**src/rtl/div_pkg.sv**
```systemverilog
// Shared types and constants for the iterative restoring divider.
package div_pkg;

    typedef enum logic [1:0] {
        IDLE,
        CALC,
        DONE
    } div_state_t;

    localparam int DIV_WIDTH = 32;

    // Quotient reported for a zero divisor (DIV and DIVU alike).
    localparam logic [DIV_WIDTH-1:0] DIV0_QUOT = '1;

endpackage

```
**src/rtl/div_restore_step.sv**
```systemverilog
// One radix-2 restoring step: shift a dividend bit into the partial remainder,
// trial-subtract the divisor and keep the difference only if it is non-negative.
module div_restore_step
    import div_pkg::*;
#(
    parameter int WIDTH = DIV_WIDTH
) (
    input  logic [WIDTH-1:0] rem,
    input  logic             dvd_msb,
    input  logic [WIDTH-1:0] divisor,
    output logic [WIDTH-1:0] rem_next,
    output logic             q_bit
);

    logic [WIDTH:0] rem_shifted;
    logic [WIDTH:0] trial;

    // rem < divisor, so |trial| < 2^WIDTH and bit WIDTH is a reliable sign.
    always_comb begin
        rem_shifted = {rem, dvd_msb};
        trial       = rem_shifted - {1'b0, divisor};
        q_bit       = ~trial[WIDTH];
        rem_next    = q_bit ? trial[WIDTH-1:0] : rem_shifted[WIDTH-1:0];
    end

endmodule

```
**src/rtl/divider.sv**
```systemverilog
// Iterative DIV/DIVU unit: one quotient bit per clock, level begin/end handshake,
// quotient to LO and remainder to HI.
module divider
    import div_pkg::*;
#(
    parameter int WIDTH = DIV_WIDTH,
    parameter int CNT_W = 6
) (
    input  logic             clk,
    input  logic             reset,
    input  logic             div_begin,
    input  logic             div_signed,
    input  logic [WIDTH-1:0] div_op1,
    input  logic [WIDTH-1:0] div_op2,
    output logic [WIDTH-1:0] quotient,
    output logic [WIDTH-1:0] remainder,
    output logic             div_busy,
    output logic             div_end
);

    div_state_t       state_reg, state_next;
    logic [WIDTH-1:0] rem_reg;
    logic [WIDTH-1:0] dvd_reg;
    logic [WIDTH-1:0] dvs_reg;
    logic [WIDTH-1:0] quotient_reg;
    logic [WIDTH-1:0] remainder_reg;
    logic             q_neg_reg;
    logic             r_neg_reg;
    logic [CNT_W-1:0] cnt_reg;

    logic [WIDTH-1:0] op1_abs;
    logic [WIDTH-1:0] op2_abs;
    logic [WIDTH-1:0] rem_step;
    logic             q_bit;
    logic [WIDTH-1:0] quot_raw;
    logic             last_step;

    assign op1_abs   = (div_signed && div_op1[WIDTH-1]) ? -div_op1 : div_op1;
    assign op2_abs   = (div_signed && div_op2[WIDTH-1]) ? -div_op2 : div_op2;
    // Quotient bits enter at the LSB as the dividend drains out of the MSB.
    assign quot_raw  = {dvd_reg[WIDTH-2:0], q_bit};
    assign last_step = (cnt_reg == CNT_W'(WIDTH - 1));

    div_restore_step #(
        .WIDTH(WIDTH)
    ) u_step (
        .rem      (rem_reg),
        .dvd_msb  (dvd_reg[WIDTH-1]),
        .divisor  (dvs_reg),
        .rem_next (rem_step),
        .q_bit    (q_bit)
    );

    always_ff @(posedge clk or posedge reset) begin
        if (reset) begin
            state_reg <= IDLE;
        end else begin
            state_reg <= state_next;
        end
    end

    always_comb begin
        state_next = state_reg;
        case (state_reg)
            IDLE: begin
                if (div_begin) begin
                    state_next = (div_op2 == '0) ? DONE : CALC;
                end
            end
            CALC: begin
                if (!div_begin) begin
                    state_next = IDLE;
                end else if (last_step) begin
                    state_next = DONE;
                end
            end
            DONE: begin
                if (!div_begin) begin
                    state_next = IDLE;
                end
            end
            default: state_next = IDLE;
        endcase
    end

    always_ff @(posedge clk or posedge reset) begin
        if (reset) begin
            rem_reg       <= '0;
            dvd_reg       <= '0;
            dvs_reg       <= '0;
            quotient_reg  <= '0;
            remainder_reg <= '0;
            q_neg_reg     <= 1'b0;
            r_neg_reg     <= 1'b0;
            cnt_reg       <= '0;
        end else begin
            case (state_reg)
                IDLE: begin
                    if (div_begin) begin
                        if (div_op2 == '0) begin
                            quotient_reg  <= WIDTH'(DIV0_QUOT);
                            remainder_reg <= div_op1;
                        end else begin
                            rem_reg   <= '0;
                            dvd_reg   <= op1_abs;
                            dvs_reg   <= op2_abs;
                            q_neg_reg <= div_signed & (div_op1[WIDTH-1] ^ div_op2[WIDTH-1]);
                            r_neg_reg <= div_signed & div_op1[WIDTH-1];
                            cnt_reg   <= '0;
                        end
                    end
                end
                CALC: begin
                    // A dropped request abandons the operation; outputs keep old values.
                    if (div_begin) begin
                        rem_reg <= rem_step;
                        dvd_reg <= quot_raw;
                        cnt_reg <= cnt_reg + 1'b1;
                        if (last_step) begin
                            quotient_reg  <= q_neg_reg ? -quot_raw : quot_raw;
                            remainder_reg <= r_neg_reg ? -rem_step : rem_step;
                        end
                    end
                end
                default: ;
            endcase
        end
    end

    assign quotient  = quotient_reg;
    assign remainder = remainder_reg;
    assign div_busy  = (state_reg == CALC);
    assign div_end   = (state_reg == DONE);

endmodule
```
**config.mk**
```make
export PLATFORM = sky130hd
export DESIGN_NAME = divider
export DESIGN_NICKNAME = d
export VERILOG_FILES = /design/src/rtl/div_pkg.sv /design/src/rtl/div_restore_step.sv /design/src/rtl/divider.sv
export SDC_FILE = /design/constraint.sdc
export NUM_CORES = 1
export LEC_CHECK = 0
export CAP_MARGIN = 10
export CORE_MARGIN = 3
export CORE_UTILIZATION = 40
export DETAILED_ROUTE_END_ITERATION = 10
export PLACE_DENSITY = 0.67
export REMOVE_ABC_BUFFERS = 1
export SYNTH_ARGS = -nofsm -noshare
export SYNTH_HDL_FRONTEND = slang
export SYNTH_SLANG_ARGS = --single-unit
```
**constraint.sdc**
```tcl
create_clock -name clk -period 6.3 [get_ports clk]
set_input_delay 0.63 -clock clk [delete_from_list [all_inputs] [get_ports clk]]
set_output_delay 0.63 -clock clk [all_outputs]
set_load 0.05 [all_outputs]
```
==> summary.md <==
| Metric | Value |
|---|---|
| Post-Synth Adder-Cell Area | `3.93%` |
| Fillers | `2948` |
| Non-Filler Instances | `2042` |
| H-tree depth | `4` |
| Max Cap Viol | `0` |
| #FFs+latches synth | `170` |
| Worst r2r dst | `remainder[26]` |
| Count of pins over their slew limit | `0` |
| Num rows | `63` |
| CTS Buf Count | `17` |
| Worst min path class | `reg -> reg` |
| Post-synthesis xor/xnor area fraction | `9.54%` |
| Setup TNS | `0 ns` |
| Final setup fails | `0` |
| Congestion Overflow GR | `0` |
| RR Startpoint | `dvd_reg[31]` |
| Cts repair resizes | `0` |
| Fin crit share | `85.9%` |
| Io pins | `134` |
| HPWL after DPL | `26700 microns` |
| Kind of critical path | `reg -> reg` |
| Vias in the first global route | `11000` |
| 1st-iter DRT viols | `1056` |
| Worst hold start | `dvs_reg[29]` |
| Vias per inst | `5.63` |
| Clock power frac | `36.3%` |
| First-pass GRT wire length | `57300 microns` |
| Worst slew pin tran | `1.00 ns` |
| Status | `finished clean` |
| Mapped Area | `0.0123 sq mm` |
| Synth-to-Final Area Change | `18.1%` |
| Crit path top cell by count | `nand3_1` |
| Sw Ratio | `32.9%` |
| Layout cells sized above 1 | `4.18%` |
| Die height | `181 microns` |
| Synth async-reset ratio | `100%` |
| Top cells by area, synth | `dfrtp_1, a21oi_1, xor2_1` |
| Final hold viol count | `0` |
| Core area | `0.0300 sq mm` |
| Initial core utilization | `41.1%` |
| Final WL | `34900 microns` |
| Cell Pwr Density | `207 mW/mm^2` |
| Nets | `1745` |
| Crit path DAT | `5.72 ns` |
| Largest net degree at the start of global routing | `64` |
| Tmin final | `5.41 ns` |
| Pre-antenna DRT Iters | `5` |
| Routability cong. | `0.959` |
| Sequential share of the synthesized area | `34.6%` |
| Area fraction in compound gates after synthesis | `23.1%` |
| Reg area | `0.00425 sq mm` |
| Setup crit end kind | `flip-flop` |
| Core Util, Final | `48.5%` |
| Buffers & Inverters on Critical Path | `2` |
| DR WL/cell | `17.1 microns` |
| CTS clk-pin slew, worst paths | `0.08 ns` |
| Largest family of logic cells by synthesized area | `compound AO/OA/AOI/OAI gates` |
| Post-synth EDFFs | `0` |
| Reg2Reg Depth | `23` |
| Postcts setup bufs | `0` |
| Worst VDD drop | `179 uV` |
| Sequential Power Share | `40.6%` |
| Mapped Cells | `1557` |
| RSZ-0062 raised after global routing | `no` |
| Clock latency on the worst-skew pair | `0.44 ns` |
| Hold Buf Count CTS | `0` |
| Max Clock Freq | `0.185 GHz` |
| TritonCTS clock tree | `yes` |
| Clk buf depth | `2` |
| CP Cell Sequence | `inv_1 -> ha_1 -> fa_1 -> nand2b_1 -> a211o_1 -> a211o_1 -> a211oi_4 -> mux2i_2 -> nor2_8 -> inv_4 -> nor2_1 -> a21oi_1 -> ha_1 -> nand3_1 -> nor2_1 -> nand2_1 -> nor3_1 -> o21ai_0 -> o31ai_2 -> nand3_1 -> o21ai_0 -> mux2i_1 -> nand3_1` |
| Hold Slack | `0.484 ns` |
| Number of diodes | `0` |
| Placed insts | `2010` |
| Post-synthesis simple-gate area fraction | `21.1%` |
| Critical path origin | `dvd_reg[31]` |
| Antenna viol nets, final | `0` |
| Die area | `0.0329 sq mm` |
| Hold depth | `2` |
| CP Launch Type | `flip-flop` |
| Slew HR | `33.1%` |
| Net Switching | `0.000989 W` |
| Top cell type's share of synthesized area | `34.6%` |
| Die Wd | `181 microns` |
| CP top delay family | `compound AO/OA/AOI/OAI gates` |
| Top_reg_cell synth | `dfrtp_1` |
| Worst path max stage delay | `0.61 ns` |
| GRT Total Usage | `20.9%` |
| Via Count | `11500` |
| Synth area leader | `dfrtp_1` |
| Multi-input gate area | `0.00751 sq mm` |
| Ys Warns | `0` |
| Req. time, crit path | `6.62 ns` |
| CTS Root Cell | `clkbuf_16` |
| Gate power share | `23.0%` |
| Syn Area/Cell | `7.90 sq um` |
| Power Internal | `0.00202 W` |
| Clock sink count | `170` |
| Clock skew | `0.0147 ns` |
| Critical Path Fanout Max | `8` |
| Mux contribution to synthesized area | `3.32%` |
| Static Leak | `6.06 nW` |
| Initial antenna violation count | `0` |
| Crit-path slowest cell | `mux2i_2` |
| Setup slack, reg-to-reg | `0.89 ns` |
| Yosys cell types | `72` |
| Number of cells on the critical path | `23` |
| DRC | `0` |
| Crit path capture | `remainder[26]` |
| Port Buffers | `133` |
-- worst register-to-register path, delay by kind of cell, from the launching register on --
kind                     cells  cell delay [ns]
multiplexers                 2             0.84
AND/OR/NAND/NOR              9             1.17
AO/OA/AOI/OAI                7             1.89
flip-flops                   1             0.36
buffers and inverters        2             0.17
adder cells (fa/ha/maj)      3             0.86
-- through the flow --
| step | total power, W | instance area, sq um | setup WS (ns) |
|---|---|---|---|
| global placement | 0.00192 | 13900 | 1.05 |
| floorplan | 0.00171 | 12000 | 0.642 |
| global route | 0.00317 | 14500 | 0.499 |
| CTS | 0.00302 | 14500 | 0.916 |
| detailed placement | 0.00193 | 13900 | 0.948 |
| finish | 0.00301 | 14500 | 0.891 |
-- cells by family (layout without fill, tap and decap cells) --
group                      count (synthesis)  count (layout)
AOI/OAI and AO/OA                        470             470
xor gates and xnor gates                 134             134
adders and majority gates                 38              38
buffers and inverters                    141             236
DFF                                      170             170
muxes                                     40              40
and+or+nand+nor                          564             564
-- area by class of cell --
type / count / area share (%)
clock buffer: 17 / 2.93
clock inverter: 15 / 1.26
inverter: 55 / 1.48
multi-input combinational: 1246 / 51.7
sequential: 170 / 29.3
tap: 390 / 3.36
timing repair buffer: 149 / 9.99
-- layout by cell type, fill, tap and decap left out, types with 16 or more instances in the layout --
master,n
ha_1,37
nor2_1,175
mux2i_1,36
inv_1,51
a21oi_1,157
nand2_1,201
clkdlybuf4s50_1,133
a31oi_1,38
xnor2_1,45
o21ai_0,144
nor3_1,33
o41ai_1,18
nor4_1,18
o31ai_1,28
dfrtp_1,170
nand3_1,29
or4_1,18
clkbuf_16,17
xor2_1,89
buf_4,16
-- how the worst min path moves through the flow --
stage                     slack (ns)       endpoint
after CTS                       0.49  remainder[27]
after floorplan                 0.45    dvs_reg[17]
final                           0.48    dvs_reg[29]
after global routing            0.51    dvs_reg[30]
after global placement          0.46    dvs_reg[23]
after detailed placement        0.47  remainder[27]
-- cells in the mapped netlist (33+ instances only) --
cell / n
a21oi_1: 157
a31oi_1: 38
clkbuf_1: 67
dfrtp_1: 170
ha_1: 37
inv_1: 52
mux2i_1: 36
nand2_1: 202
nor2_1: 175
nor3_1: 33
o21ai_0: 144
xnor2_1: 45
xor2_1: 89
-- power by group through the flow --
stage | logic, W | registers (W) | clock network, W
after detailed placement | 0.000688 | 0.00124 | 0
after CTS | 0.000691 | 0.00122 | 0.00111
after floorplan | 0.000481 | 0.00123 | 0
after global routing | 0.000782 | 0.00123 | 0.00115
final | 0.000694 | 0.00122 | 0.00109
after global placement | 0.000677 | 0.00124 | 0
-- per-layer routing --
layer | vias to the layer above | global-route usage (%) | part of all wire [%]
li1 | 5722 | - | -
met5 | - | 0 | 0
met4 | 0 | 7.19 | 2.6
met3 | 52 | 3.06 | 6.0
met2 | 353 | 33.6 | 45
met1 | 5369 | 29.0 | 46
(Power assumes the default switching activity.)
